==> src/rtl/ram_arbiter.sv <==
// Two-master round-robin arbiter in front of the cpu_ram valid/ready port.
// One transaction per grant, fields latched at grant, watchdog on slave acknowledge.
module ram_arbiter #(
  parameter int unsigned ADDR_W   = 15,
  parameter int unsigned TIMEOUT  = 63,
  parameter logic [31:0] ERR_DATA = 32'hDEADBEEF
) (
  input  logic              clk,
  input  logic              reset,

  input  logic              m0_valid,
  input  logic [ADDR_W-1:0] m0_addr,
  input  logic [31:0]       m0_wdata,
  input  logic [3:0]        m0_wstrb,
  output logic              m0_ready,
  output logic [31:0]       m0_rdata,

  input  logic              m1_valid,
  input  logic [ADDR_W-1:0] m1_addr,
  input  logic [31:0]       m1_wdata,
  input  logic [3:0]        m1_wstrb,
  output logic              m1_ready,
  output logic [31:0]       m1_rdata,

  output logic              s_valid,
  output logic [ADDR_W-1:0] s_addr,
  output logic [31:0]       s_wdata,
  output logic [3:0]        s_wstrb,
  input  logic              s_ready,
  input  logic [31:0]       s_rdata,

  output logic              timeout_err,
  output logic              grant_id
);

  typedef enum logic [1:0] {StIdle, StBusy, StDone} state_e;

  localparam logic [7:0] WdLast = 8'(TIMEOUT - 1);

  state_e            state_q, state_d;
  logic [7:0]        wd_q, wd_d;
  logic              last_q, last_d;
  logic              gid_q, gid_d;
  logic [ADDR_W-1:0] addr_q, addr_d;
  logic [31:0]       wdata_q, wdata_d;
  logic [3:0]        wstrb_q, wstrb_d;
  logic [1:0]        ready_q, ready_d;
  logic [31:0]       rdata0_q, rdata0_d;
  logic [31:0]       rdata1_q, rdata1_d;
  logic              terr_q, terr_d;
  logic              sel;
  logic [31:0]       resp;

  always_comb begin
    state_d  = state_q;
    wd_d     = wd_q;
    last_d   = last_q;
    gid_d    = gid_q;
    addr_d   = addr_q;
    wdata_d  = wdata_q;
    wstrb_d  = wstrb_q;
    ready_d  = 2'b00;
    rdata0_d = rdata0_q;
    rdata1_d = rdata1_q;
    terr_d   = 1'b0;
    sel      = 1'b0;
    resp     = s_rdata;

    unique case (state_q)
      StIdle: begin
        if (m0_valid || m1_valid) begin
          // On contention the master that was not served last wins.
          sel     = (m0_valid && m1_valid) ? ~last_q : m1_valid;
          gid_d   = sel;
          addr_d  = sel ? m1_addr  : m0_addr;
          wdata_d = sel ? m1_wdata : m0_wdata;
          wstrb_d = sel ? m1_wstrb : m0_wstrb;
          wd_d    = 8'd0;
          state_d = StBusy;
        end
      end
      StBusy: begin
        if (s_ready || wd_q == WdLast) begin
          // A late s_ready on the final watchdog cycle still counts as success.
          resp    = s_ready ? s_rdata : ERR_DATA;
          terr_d  = ~s_ready;
          if (gid_q) begin
            rdata1_d   = resp;
            ready_d[1] = 1'b1;
          end else begin
            rdata0_d   = resp;
            ready_d[0] = 1'b1;
          end
          last_d  = gid_q;
          state_d = StDone;
        end else begin
          wd_d = wd_q + 8'd1;
        end
      end
      StDone: begin
        state_d = StIdle;
      end
      default: begin
        state_d = StIdle;
      end
    endcase
  end

  always_ff @(posedge clk) begin
    if (!reset) begin
      state_q  <= StIdle;
      wd_q     <= 8'd0;
      last_q   <= 1'b1;
      gid_q    <= 1'b0;
      addr_q   <= '0;
      wdata_q  <= 32'd0;
      wstrb_q  <= 4'd0;
      ready_q  <= 2'b00;
      rdata0_q <= 32'd0;
      rdata1_q <= 32'd0;
      terr_q   <= 1'b0;
    end else begin
      state_q  <= state_d;
      wd_q     <= wd_d;
      last_q   <= last_d;
      gid_q    <= gid_d;
      addr_q   <= addr_d;
      wdata_q  <= wdata_d;
      wstrb_q  <= wstrb_d;
      ready_q  <= ready_d;
      rdata0_q <= rdata0_d;
      rdata1_q <= rdata1_d;
      terr_q   <= terr_d;
    end
  end

  assign s_valid     = (state_q == StBusy);
  assign s_addr      = addr_q;
  assign s_wdata     = wdata_q;
  assign s_wstrb     = wstrb_q;
  assign m0_ready    = ready_q[0];
  assign m1_ready    = ready_q[1];
  assign m0_rdata    = rdata0_q;
  assign m1_rdata    = rdata1_q;
  assign timeout_err = terr_q;
  assign grant_id    = gid_q;

endmodule

==> config.mk <==
export PLATFORM = sky130hd
export DESIGN_NAME = ram_arbiter
export DESIGN_NICKNAME = d
export VERILOG_FILES = /design/src/rtl/ram_arbiter.sv
export SDC_FILE = /design/constraint.sdc
export NUM_CORES = 1
export LEC_CHECK = 0
export ABC_CLOCK_PERIOD_IN_PS = 2400
export CAP_MARGIN = 5
export CORE_MARGIN = 5
export CORE_UTILIZATION = 50
export CTS_CLUSTER_DIAMETER = 60
export DETAILED_ROUTE_END_ITERATION = 10
export DONT_BUFFER_PORTS = 1
export SYNTH_ARGS = -nofsm -noshare
export SYNTH_HDL_FRONTEND = slang
export SYNTH_SLANG_ARGS = --single-unit
==> constraint.sdc <==
create_clock -name clk -period 2.4 [get_ports clk]
set_input_delay 0.48 -clock clk [delete_from_list [all_inputs] [get_ports clk]]
set_output_delay 0.48 -clock clk [all_outputs]
set_load 0.01 [all_outputs]
# Word-level counts from Yosys, hierarchy flattened
# Cells that the tools add are included.
dict set report totals {
  input_bits 139
  reg_bits 130
  ram_bits 0
  word_cells 45
  output_inout_bits 120
  mem_count 0
  romBits 0
  latch_bits 0
}
dict set report op_classes {
  muxes 13
  shift 0
  n_addsub 1
  order_cmp 0
  n_reduce_logical 12
  div 0
  bitwise_logic 3
  eq_ne 5
  mul 0
}
# cell count
set ops {}
lappend ops {{32-bit 2-to-1 mux} 2}
lappend ops {{8-bit 2-to-1 mux} 2}
lappend ops {{8-bit case mux with 2 select lines} 1}
lappend ops {{15-bit 2-to-1 mux} 1}
lappend ops {{3-bit AND reduction} 4}
lappend ops {{8-bit by 1-bit adder with 8-bit output, second input constant} 1}
lappend ops {{8-bit by 6-bit == test with 1-bit output, second input constant} 1}
lappend ops {{2-bit AND reduction} 3}
lappend ops {{2-bit 2-to-1 mux} 2}
lappend ops {{4-bit 2-to-1 mux} 1}
lappend ops {{2-bit inequality test, second input constant} 2}
lappend ops {{2-bit case mux with 2 select lines} 1}
lappend ops {{1-bit 2-to-1 mux} 3}
lappend ops {{1-bit NOT} 3}
lappend ops {{2-bit by 1-bit == test with 1-bit output, second input constant} 1}
lappend ops {{2-bit logical NOT} 1}
lappend ops {{1-bit logical OR} 2}
lappend ops {{2-bit by 1-bit inequality test with 1-bit output, second input constant} 1}
lappend ops {{2-bit nonzero test} 1}
lappend ops {{1-bit logical AND} 1}

# Logic depth before layout (Yosys ltp)
# Gate-level depths: netlist of run 1.
dict set report logic_depth {
  ltp_word 4
  mapped_depth 7
}

# Worst setup path after synthesis of run 1
# No wires, ideal clock.
dict set report synth_timing {
  path_kind {reg-to-reg}
  start {register wd_q[0]}
  end {register wd_q[7]}
  setup_ps 67
  arrival_ps 1636
  n_path_buf 0
  t_required_ps 2333
  slack_ps 697
  synth_period_minus_slack_ps 1703
  path_stages_with_launch 7
  path_cell_list {dfxtp_1 inv_1 ha_1 and4bb_4 a211o_1 o41a_1 a21oi_2}
}
dict set report synth_between {
  elab_chain_cells 4
  word_cells_on_any_way 7
}
# element line
set synth_rtl {}
lappend synth_rtl {{start, declared} 41} ;# logic [7:0] wd_q, wd_d;
lappend synth_rtl {{start signal, assigned} 124} ;# wd_q <= wd_d;
lappend synth_rtl {{parallel branches: the longest is 4 deep, another holds 8-bit by 1-bit adder with 8-bit output} -}
# Parallel ways; which one is timed is not known. The select of a mux whose other input is x is not followed.
# A chain may end at the register's enable or synchronous reset.

# Worst setup path in the final report of run 1
dict set report layout_timing {
  start {register wd_q[0]}
  end {register rdata1_q[21], in the netlist m1_rdata[21]}
}
dict set report layout_between {
  elab_chain_cells 3
}
# element line
set layout_rtl {}
lappend layout_rtl {{8-bit by 6-bit == test with 1-bit output} 83} ;# if (s_ready || wd_q == WdLast) begin
lappend layout_rtl {{1-bit logical OR} 83}
lappend layout_rtl {{3-bit AND reduction (no source line)} -}
lappend layout_rtl {{end signal, assigned} 132} ;# rdata1_q <= rdata1_d;
lappend layout_rtl {{end, declared} 49} ;# logic [31:0] rdata1_q, rdata1_d;
# Every way passes these cells.

==> results.ini, run 1 <==
[finish]
fin_util_pct = 57.9
syn2layout_area_growth_pct = 13.2
num_antenna_cells = 0
fin_area_um2 = 5950
final_nets = 642
final_cells = 650
layout_commonest_cell = dfxtp_1
most-common-layout-cells = 130 x dfxtp_1, 55 x nor2_1, 51 x mux2i_1, 51 x a211oi_1, 25 x nand2_1
drive_gt1_share_pct = 11.1

[cts]
clock_latency_ns = 0.50
cts_hold_buffers = 0
cts_setup_buffers = 0
cts_tree = done
cts_inserted_buffers = 17
h-tree-depth = 4
clkSinkCount = 130
cts-root-buf = clkbuf_8
ctsResizeCount = 0
clock_path_buffers = 2
clkTransAtPathRegs_ns = 0.06

[synthesis]
postSynthAreaPerCell_um2 = 10.1
postSynth.asyncResetShare_pct = 0
synth_edf_count = 0
synth_area_leaders = dfxtp_1 49%, mux2i_1 9.7%, a211oi_1 7.3%
yosysSeqAreaShare_pct = 49.5
synth_top_area_share_pct = 49.5
synth_area_um2 = 5260
ys_ff_latch = 130
ys.flop_type = dfxtp_1
syn-num-nets = 661
synth_top_area_cell = dfxtp_1
netlist_instances = 520
yosysWarnings = 0
synth.distinct_cells = 51

[drt]
via_per_inst = 5.91
via_count = 3842
dr.pass1.iters = 4
drt_iter0_markers = 313
drt_wl_total_um = 13500
wl_per_cell_um = 20.8
drtAntennaViolNets = 0
drc = 0

[timing]
fin_skew_ns = 0.00750
fin_tns_setup_ns = 0
clock.fmax_mhz = 479
post-route-period-util_pct = 86.9
drv_slew = 0
worst_slew_pin_slew_ns = 0.942
hold_slack_ns = 0.0612
setup_ws_ns = 0.314
rsz0062_at_grt = no
relSlewSlack_pct = 37.0
hold_viol_final = 0
setup_viol = 0
fin_crit_ns = 2.09

[power_and_ir_drop]
power.density_nw_per_um2 = 963
power_mw = 5.73
power_leakage_nw = 2.18
vdd_drop_max_mv = 0.409

[critical_path]
endpoint = m1_rdata[21]$_SDFFE_PN0P_
crit_start = wd_q[0]$_SDFFE_PN0P_
cp.arrival_ns = 2.53
cp-end-kind = register
r2r_slack_ns = 0.31
reg2reg_to = m1_rdata[21]$_SDFFE_PN0P_
crit_path_start_kind = register
critPathKind = reg -> reg
cp_max_fo = 25
reg2reg_from = wd_q[0]$_SDFFE_PN0P_
r2r_cells = 6
cp.required_ns = 2.84

[die]
ios = 259
core_um2 = 10300
die_w_um = 113
rows = 37
fp.dieArea_um2 = 12700
chipHeight_um = 113
start_util_pct = 51.2

[worst_hold_path]
hold_path.class = in -> reg

[grt]
grt_pass1_wl_um = 21600
grt_overflow = 0
grt_pass1_vias = 3958
grt_max_degree = 64
antenna_found_initial = 0
grt_use_total_pct = 21.1

[status]
status = complete, no violations

[placement]
dpl_cell_area_um2 = 5320
dp_slack_ns = 0.318
gp_congestion = 0.816
hpwl_um = 9730
dp_cells = 618
port-buffer-count = 0

[job]
max-cap-violations = 0

## worst max-delay path, cell delays in order (launching register included)
cell and delay, ns:
dfxtp_1 0.37, inv_1 0.08, ha_1 0.22, and4bb_4 0.22, a21oi_4 0.35, o21a_2 0.55, a22o_1 0.23
## cells in the mapped netlist (3+ instances only)
master / count
a211oi_1: 51
a21oi_1: 20
a22o_1: 24
buf_2: 17
buf_4: 5
clkbuf_1: 19
dfxtp_1: 130
inv_1: 3
mux2i_1: 51
nand2_1: 25
nand2b_1: 24
nand3_1: 7
nor2_1: 55
nor3_1: 3
nor4_1: 3
o21a_1: 3
o21ai_0: 11
o221a_1: 20
o221a_2: 3
o31ai_1: 8
## flip-flops by register name (all words and copies together), names as in the netlist
signal,cells
grant_id,1
last_q,1
m0_rdata,32
m1_rdata,32
ready_q,2
s_addr,15
s_wdata,32
s_wstrb,4
state_q,2
timeout_err,1
wd_q,8
## report_power, final
part           internal [mW]  switching, mW  total [mW]
clock                   1.72           1.03        2.75
combinational          0.203          0.275       0.479
sequential              2.31          0.188        2.50
total                   4.24           1.49        5.73
## metal layers
layer	track usage, %	vias up	share of wire, %	wire length, um
met3	8.73	13	9.6	1300
met4	6.09	0	1.3	175
met2	35.3	179	50	6800
met1	24.8	1758	39	5260
li1	-	1892	-	-
met5	0	-	0	0
## final cells by class
cell class	count	area, um^2
clock buffers	17	414
multi-input cells	339	2430
well taps	136	170
clock inverters	15	220
inverters	5	18.8
flip-flops and latches	130	2600
repair buffers	8	97.6
fillers	942	4320
## kinds of logic after synthesis
| family | count (synthesis) | share of synthesized area [%] |
|---|---|---|
| muxes | 52 | 9.92 |
| buffers and inverters | 51 | 4.66 |
| adders and majority gates | 2 | 0.476 |
| DFF | 130 | 49.5 |
| AOI/OAI and AO/OA | 156 | 23.3 |
| and+or+nand+nor | 129 | 12.2 |
## worst min-delay path by stage
| stage | startpoint | endpoint | slack, ns | cells past startpoint |
|---|---|---|---|---|
| 2_1_floorplan | last_q$_SDFFE_PN1P_ | last_q$_SDFFE_PN1P_ | 0.44 | 2 |
| 3_3_place_gp | wd_q[0]$_SDFFE_PN0P_ | wd_q[0]$_SDFFE_PN0P_ | 0.49 | 2 |
| 3_5_place_dp | wd_q[0]$_SDFFE_PN0P_ | wd_q[0]$_SDFFE_PN0P_ | 0.51 | 2 |
| 4_1_cts | s_ready | timeout_err$_SDFF_PN0_ | 0.04 | 1 |
| 5_1_grt | s_ready | timeout_err$_SDFF_PN0_ | 0.04 | 1 |
| 6_report | s_ready | timeout_err$_SDFF_PN0_ | 0.06 | 1 |
Note: power is estimated with default switching activity, not from simulation.
==> inputs of run 2 (changes only) <==
--- a/config.mk
+++ b/config.mk
@@ -9,6 +9,7 @@
 export CAP_MARGIN = 5
 export CORE_MARGIN = 5
 export CORE_UTILIZATION = 50
+export CTS_BUF_LIST = sky130_fd_sc_hd__clkbuf_4 sky130_fd_sc_hd__clkbuf_8
 export CTS_CLUSTER_DIAMETER = 60
 export DETAILED_ROUTE_END_ITERATION = 10
 export DONT_BUFFER_PORTS = 1
==> run 2 against run 1 <==
Compared with the run above:
- global-route usage decreased by 0.16 points
- cell area decreased by 3.0%
- critical endpoint unchanged
- clock power decreased by 23%
- clock skew increased by 0.0042 ns
- first-iteration DRC count decreased by 17%
- total power decreased by 11%
- utilization decreased by 1.8 points
- routed wire length increased by 0.15%
==> results.ini, run 2 (synthesis gave the netlist of run 1 again) <==
[finish]
most-common-layout-cells = 130 x dfxtp_1, 55 x nor2_1, 51 x mux2i_1, 51 x a211oi_1, 25 x nand2_1
final_cells = 650  ; unchanged
layout_commonest_cell = dfxtp_1
final_nets = 642  ; unchanged
num_antenna_cells = 0  ; unchanged
drive_gt1_share_pct = 11.1  ; unchanged
syn2layout_area_growth_pct = 9.78

[drt]
drt_wl_total_um = 13600  ; +0.15%
via_per_inst = 5.93  ; +0.36%
via_count = 3856  ; +0.36%
drt_iter0_markers = 260  ; -17%
wl_per_cell_um = 20.9  ; +0.15%
dr.pass1.iters = 4  ; unchanged
drc = 0  ; unchanged
drtAntennaViolNets = 0  ; unchanged

[timing]
hold_slack_ns = 0.144  ; +0.0830 ns
fin_crit_ns = 2.08  ; -0.00645 ns
worst_slew_pin_slew_ns = 0.957  ; +0.0154 ns
drv_slew = 0  ; unchanged
setup_viol = 0  ; unchanged
post-route-period-util_pct = 86.7  ; -0.27 points
clock.fmax_mhz = 481  ; +0.31%
fin_skew_ns = 0.0117  ; +0.00418 ns
fin_tns_setup_ns = 0  ; unchanged
hold_viol_final = 0  ; unchanged
relSlewSlack_pct = 36.0  ; -1.0 points
rsz0062_at_grt = no

[die]
rows = 37  ; unchanged
die_w_um = 113  ; unchanged
ios = 259  ; unchanged
start_util_pct = 51.2  ; unchanged
chipHeight_um = 113  ; unchanged
fp.dieArea_um2 = 12700  ; unchanged
core_um2 = 10300  ; unchanged

[critical_path]
cp_max_fo = 25  ; unchanged
reg2reg_from = wd_q[0]$_SDFFE_PN0P_
cp_slowest_stage_delay_ns = 0.55  ; about the same
cp-end-kind = register
cp.required_ns = 2.76  ; -0.08 ns
r2r_slack_ns = 0.32  ; about the same
cp.arrival_ns = 2.44  ; -0.09 ns
path_delay_family = compound AO/OA/AOI/OAI gates
crit_start = wd_q[0]$_SDFFE_PN0P_
crit_path_start_kind = register
critPathBufInv = 1  ; unchanged
critPathKind = reg -> reg
cp_slowest_cell = o21a_2
path_cells = inv_1 > ha_1 > and4bb_4 > a21oi_4 > o21a_2 > a22o_1

[worst_hold_path]
hold_path.class = in -> reg
min_from = s_ready

[grt]
grt_pass1_vias = 3969  ; +0.28%
grt_use_total_pct = 20.9  ; -0.16 points
antenna_found_initial = 0  ; unchanged
grt_max_degree = 64  ; unchanged
grt_overflow = 0  ; unchanged
grt_pass1_wl_um = 21500  ; -0.57%

[cts]
cts_setup_buffers = 0  ; unchanged
clock_latency_ns = 0.42  ; -0.08 ns
h-tree-depth = 4  ; unchanged
cts_hold_buffers = 0  ; unchanged
clkTransAtPathRegs_ns = 0.08  ; +0.02 ns
ctsResizeCount = 0  ; unchanged
cts_tree = done
cts-root-buf = clkbuf_8
cts_inserted_buffers = 17  ; unchanged
clkSinkCount = 130  ; unchanged
clock_path_buffers = 2  ; unchanged

[placement]
dp_cells = 618  ; unchanged
port-buffer-count = 0  ; unchanged
hpwl_um = 9730  ; unchanged
gp_congestion = 0.816  ; unchanged

[job]
max-cap-violations = 0  ; unchanged

[power_and_ir_drop]
power_leakage_nw = 2.10  ; -3.8%
power.density_nw_per_um2 = 881  ; -8.4%
vdd_drop_max_mv = 0.472  ; +15%

[status]
status = complete, no violations

## run 2: cell counts in the layout (fill, tap and decap cells not counted)
Identical to the previous run, type by type.
## run 2: final timing paths
kind	endpoint	cells past startpoint
max	m1_rdata[21]$_SDFFE_PN0P_	6
min	timeout_err$_SDFF_PN0_	1
max reg2reg	m1_rdata[21]$_SDFFE_PN0P_	6
min reg2reg	wd_q[0]$_SDFFE_PN0P_	2
## run 2: stage by stage
stage	area, um^2	power (mW)	setup WS (ns)	utilization [%]
floorplan	5260	2.92	0.697	-
global placement	5320	3.02	0.398	51.8
detailed placement	5320	3.04	0.318	51.8
CTS	5770	5.16	0.308	56.2
global route	5770	5.32	0.148	56.2
finish	5770	5.09	0.320	56.2
## run 2: report_power, final
part           total, mW  internal [mW]  switching, mW  leakage (nW)
Combinational      0.480          0.203          0.276         0.805
Sequential          2.50           2.31          0.188          1.07
Clock               2.11           1.17          0.944         0.226
## run 2: area by class of cell
cell class                      instances  area (um^2)
Clock buffer                           17          234
Fill cell                             970         4500
Tap cell                              136          170
Inverter                                5         18.8
Multi-Input combinational cell        339         2430
Clock inverter                         15          220
Sequential cell                       130         2600
Timing Repair Buffer                    8         97.6
## run 2: worst register-to-register path: cells and delay by family, from the launching register on
family | cells | cell delay (ns)
buffers and inverters | 1 | 0.08
AO/OA/AOI/OAI | 3 | 1.14
flip-flops | 1 | 0.38
AND/OR/NAND/NOR | 1 | 0.22
adder cells (fa/ha/maj) | 1 | 0.22
## run 2: routing by layer
metal / global-route usage, % / share of wire, %
met1: 24.5 / 40
met5: 0 / 0
met2: 35.4 / 49
met3: 8.36 / 9.3
met4: 5.93 / 1.2
==> inputs of run 3 (changes only) <==
--- a/config.mk
+++ b/config.mk
@@ -13,6 +13,7 @@
 export CTS_CLUSTER_DIAMETER = 60
 export DETAILED_ROUTE_END_ITERATION = 10
 export DONT_BUFFER_PORTS = 1
+export REMOVE_ABC_BUFFERS = 1
 export SYNTH_ARGS = -nofsm -noshare
 export SYNTH_HDL_FRONTEND = slang
 export SYNTH_SLANG_ARGS = --single-unit
==> run 3 against run 2 <==
Compared with the run above:
- via count decreased by 0.13%
- sequential cell count stayed put
- non-clock buffer count is 2 higher
- critical path depth unchanged
- count of clock-buffer cells in the layout increased by 1
- worst setup slack lost 0.020 ns
- sequential power about the same
- critical path type unchanged
- first-iteration DRC count shrank 18%
- total power decreased by 1.9%
- clock skew fell by 0.0022 ns
- maximum frequency down 0.93%
==> results.ini, run 3 (synthesis gave the netlist of run 1 again) <==
[status]
status = complete, no violations

[power_and_ir_drop]
power_leakage_nw = 2.10  ; about the same
vdd_drop_max_mv = 0.362  ; -23%
power.density_nw_per_um2 = 866  ; -1.8%

[cts]
clkSinkCount = 130  ; unchanged
clock_path_buffers = 2  ; unchanged
cts_tree = done
cts_setup_buffers = 0  ; unchanged
clkTransAtPathRegs_ns = 0.08  ; about the same
clock_latency_ns = 0.43  ; about the same
cts_inserted_buffers = 17  ; unchanged
cts_hold_buffers = 0  ; unchanged
h-tree-depth = 4  ; unchanged
cts-root-buf = clkbuf_8
ctsResizeCount = 0  ; unchanged

[grt]
grt_pass1_wl_um = 20700  ; -3.8%
grt_overflow = 0  ; unchanged
antenna_found_initial = 0  ; unchanged
grt_use_total_pct = 20.4  ; -0.50 points
grt_max_degree = 96  ; +50%
grt_pass1_vias = 3793  ; -4.4%

[drt]
dr.pass1.iters = 4  ; unchanged
drt_iter0_markers = 214  ; -18%
via_per_inst = 5.92  ; -0.28%
wl_per_cell_um = 20.3  ; -2.9%
drt_wl_total_um = 13200  ; -2.8%
drtAntennaViolNets = 0  ; unchanged
via_count = 3851  ; -0.13%
drc = 0  ; unchanged

[placement]
hpwl_um = 9350  ; -3.9%
dp_slack_ns = 0.302  ; -0.0156 ns
gp_congestion = 0.842  ; +3.2%
port-buffer-count = 0  ; unchanged
dp_cells = 620  ; +0.32%

[die]
start_util_pct = 51.2  ; unchanged
fp.dieArea_um2 = 12700  ; unchanged
ios = 259  ; unchanged
die_w_um = 113  ; unchanged
core_um2 = 10300  ; unchanged
chipHeight_um = 113  ; unchanged
rows = 37  ; unchanged

[critical_path]
cp.arrival_ns = 2.47  ; +0.03 ns
cp.required_ns = 2.77  ; about the same
crit_path_start_kind = register
reg2reg_to = m1_rdata[12]$_SDFFE_PN0P_
r2r_slack_ns = 0.30  ; -0.02 ns
cp_max_fo = 25  ; unchanged
critPathKind = reg -> reg
reg2reg_from = wd_q[0]$_SDFFE_PN0P_
cp-end-kind = register
r2r_cells = 6  ; unchanged

[finish]
syn2layout_area_growth_pct = 9.66
fin_util_pct = 56.1  ; -0.061 points
most-common-layout-cells = 130 x dfxtp_1, 55 x nor2_1, 51 x mux2i_1, 51 x a211oi_1, 25 x nand2_1
drive_gt1_share_pct = 11.3  ; +0.17 points
layout_commonest_cell = dfxtp_1
final_nets = 644  ; +0.31%
num_antenna_cells = 0  ; unchanged
final_cells = 651  ; +0.15%

[timing]
fin_tns_setup_ns = 0  ; unchanged
clock.fmax_mhz = 476  ; -0.93%
relSlewSlack_pct = 34.6  ; -1.4 points
post-route-period-util_pct = 87.5  ; +0.82 points
setup_viol = 0  ; unchanged
setup_ws_ns = 0.301  ; -0.0196 ns
hold_viol_final = 0  ; unchanged
worst_slew_pin_slew_ns = 0.978  ; +0.0210 ns
fin_skew_ns = 0.00943  ; -0.00225 ns
rsz0062_at_grt = no
drv_slew = 0  ; unchanged
fin_crit_ns = 2.10  ; +0.0196 ns

[worst_hold_path]
min_from = s_ready
hold_path_end = timeout_err$_SDFF_PN0_
worstHoldPathCells = 1  ; unchanged
hold_path.class = in -> reg

[job]
max-cap-violations = 0  ; unchanged

## run 3: changes by cell type in the layout (fill, tap and decap cells not counted), sizes merged
cell	change
inv	-6
clkinv	+3
buf	+2
clkbuf	+1
clkinvlp	+1
## run 3: power by group
group | internal [mW] | switching (mW)
logic | 0.206 | 0.275
registers | 2.31 | 0.187
clock network | 1.16 | 0.860
total | 3.67 | 1.32
## run 3: per-stage QoR
step           hold WS [ns]  power [mW]  instance area, um^2
2_1_floorplan         0.437        2.92                 5030
3_3_place_gp          0.492        3.02                 5330
3_5_place_dp          0.504        3.04                 5330
4_1_cts               0.105        5.06                 5770
5_1_grt              0.0985        5.22                 5770
6_report              0.147        4.99                 5770
## run 3: cell type report
type	instances	area [um^2]
inverter	5	18.8
tap	136	170
sequential	130	2600
fill	931	4510
clock buffer	18	248
clock inverter	13	185
timing repair buffer	10	113
multi-input combinational	339	2430
## run 3: critical path, cell delays in order (launching register included)
cell and delay (ns):
dfxtp_1 0.37, inv_1 0.07, ha_1 0.20, and4bb_4 0.22, a21oi_4 0.38, o21a_2 0.55, a22o_1 0.23
## run 3: worst max-delay path by stage
stage                               startpoint                   endpoint  slack (ns)  cells after the start
final                     wd_q[0]$_SDFFE_PN0P_  m1_rdata[12]$_SDFFE_PN0P_        0.30                      6
after global routing      wd_q[0]$_SDFFE_PN0P_  m1_rdata[30]$_SDFFE_PN0P_        0.15                      6
after CTS                 wd_q[0]$_SDFFE_PN0P_  m1_rdata[12]$_SDFFE_PN0P_        0.29                      6
after detailed placement  wd_q[0]$_SDFFE_PN0P_  m1_rdata[12]$_SDFFE_PN0P_        0.30                      6
after global placement    wd_q[0]$_SDFFE_PN0P_  m1_rdata[18]$_SDFFE_PN0P_        0.35                      6
after floorplan                       m1_valid     s_addr[0]$_SDFFE_PN0P_       -4.24                      3
## run 3: metal layers
metal	vias up	GRT usage, %	share of wire, %
met2	177	32.7	49
li1	1896	-	-
met1	1759	24.3	40
met4	0	8.89	2.2
met5	-	0	0
met3	19	8.03	9.4
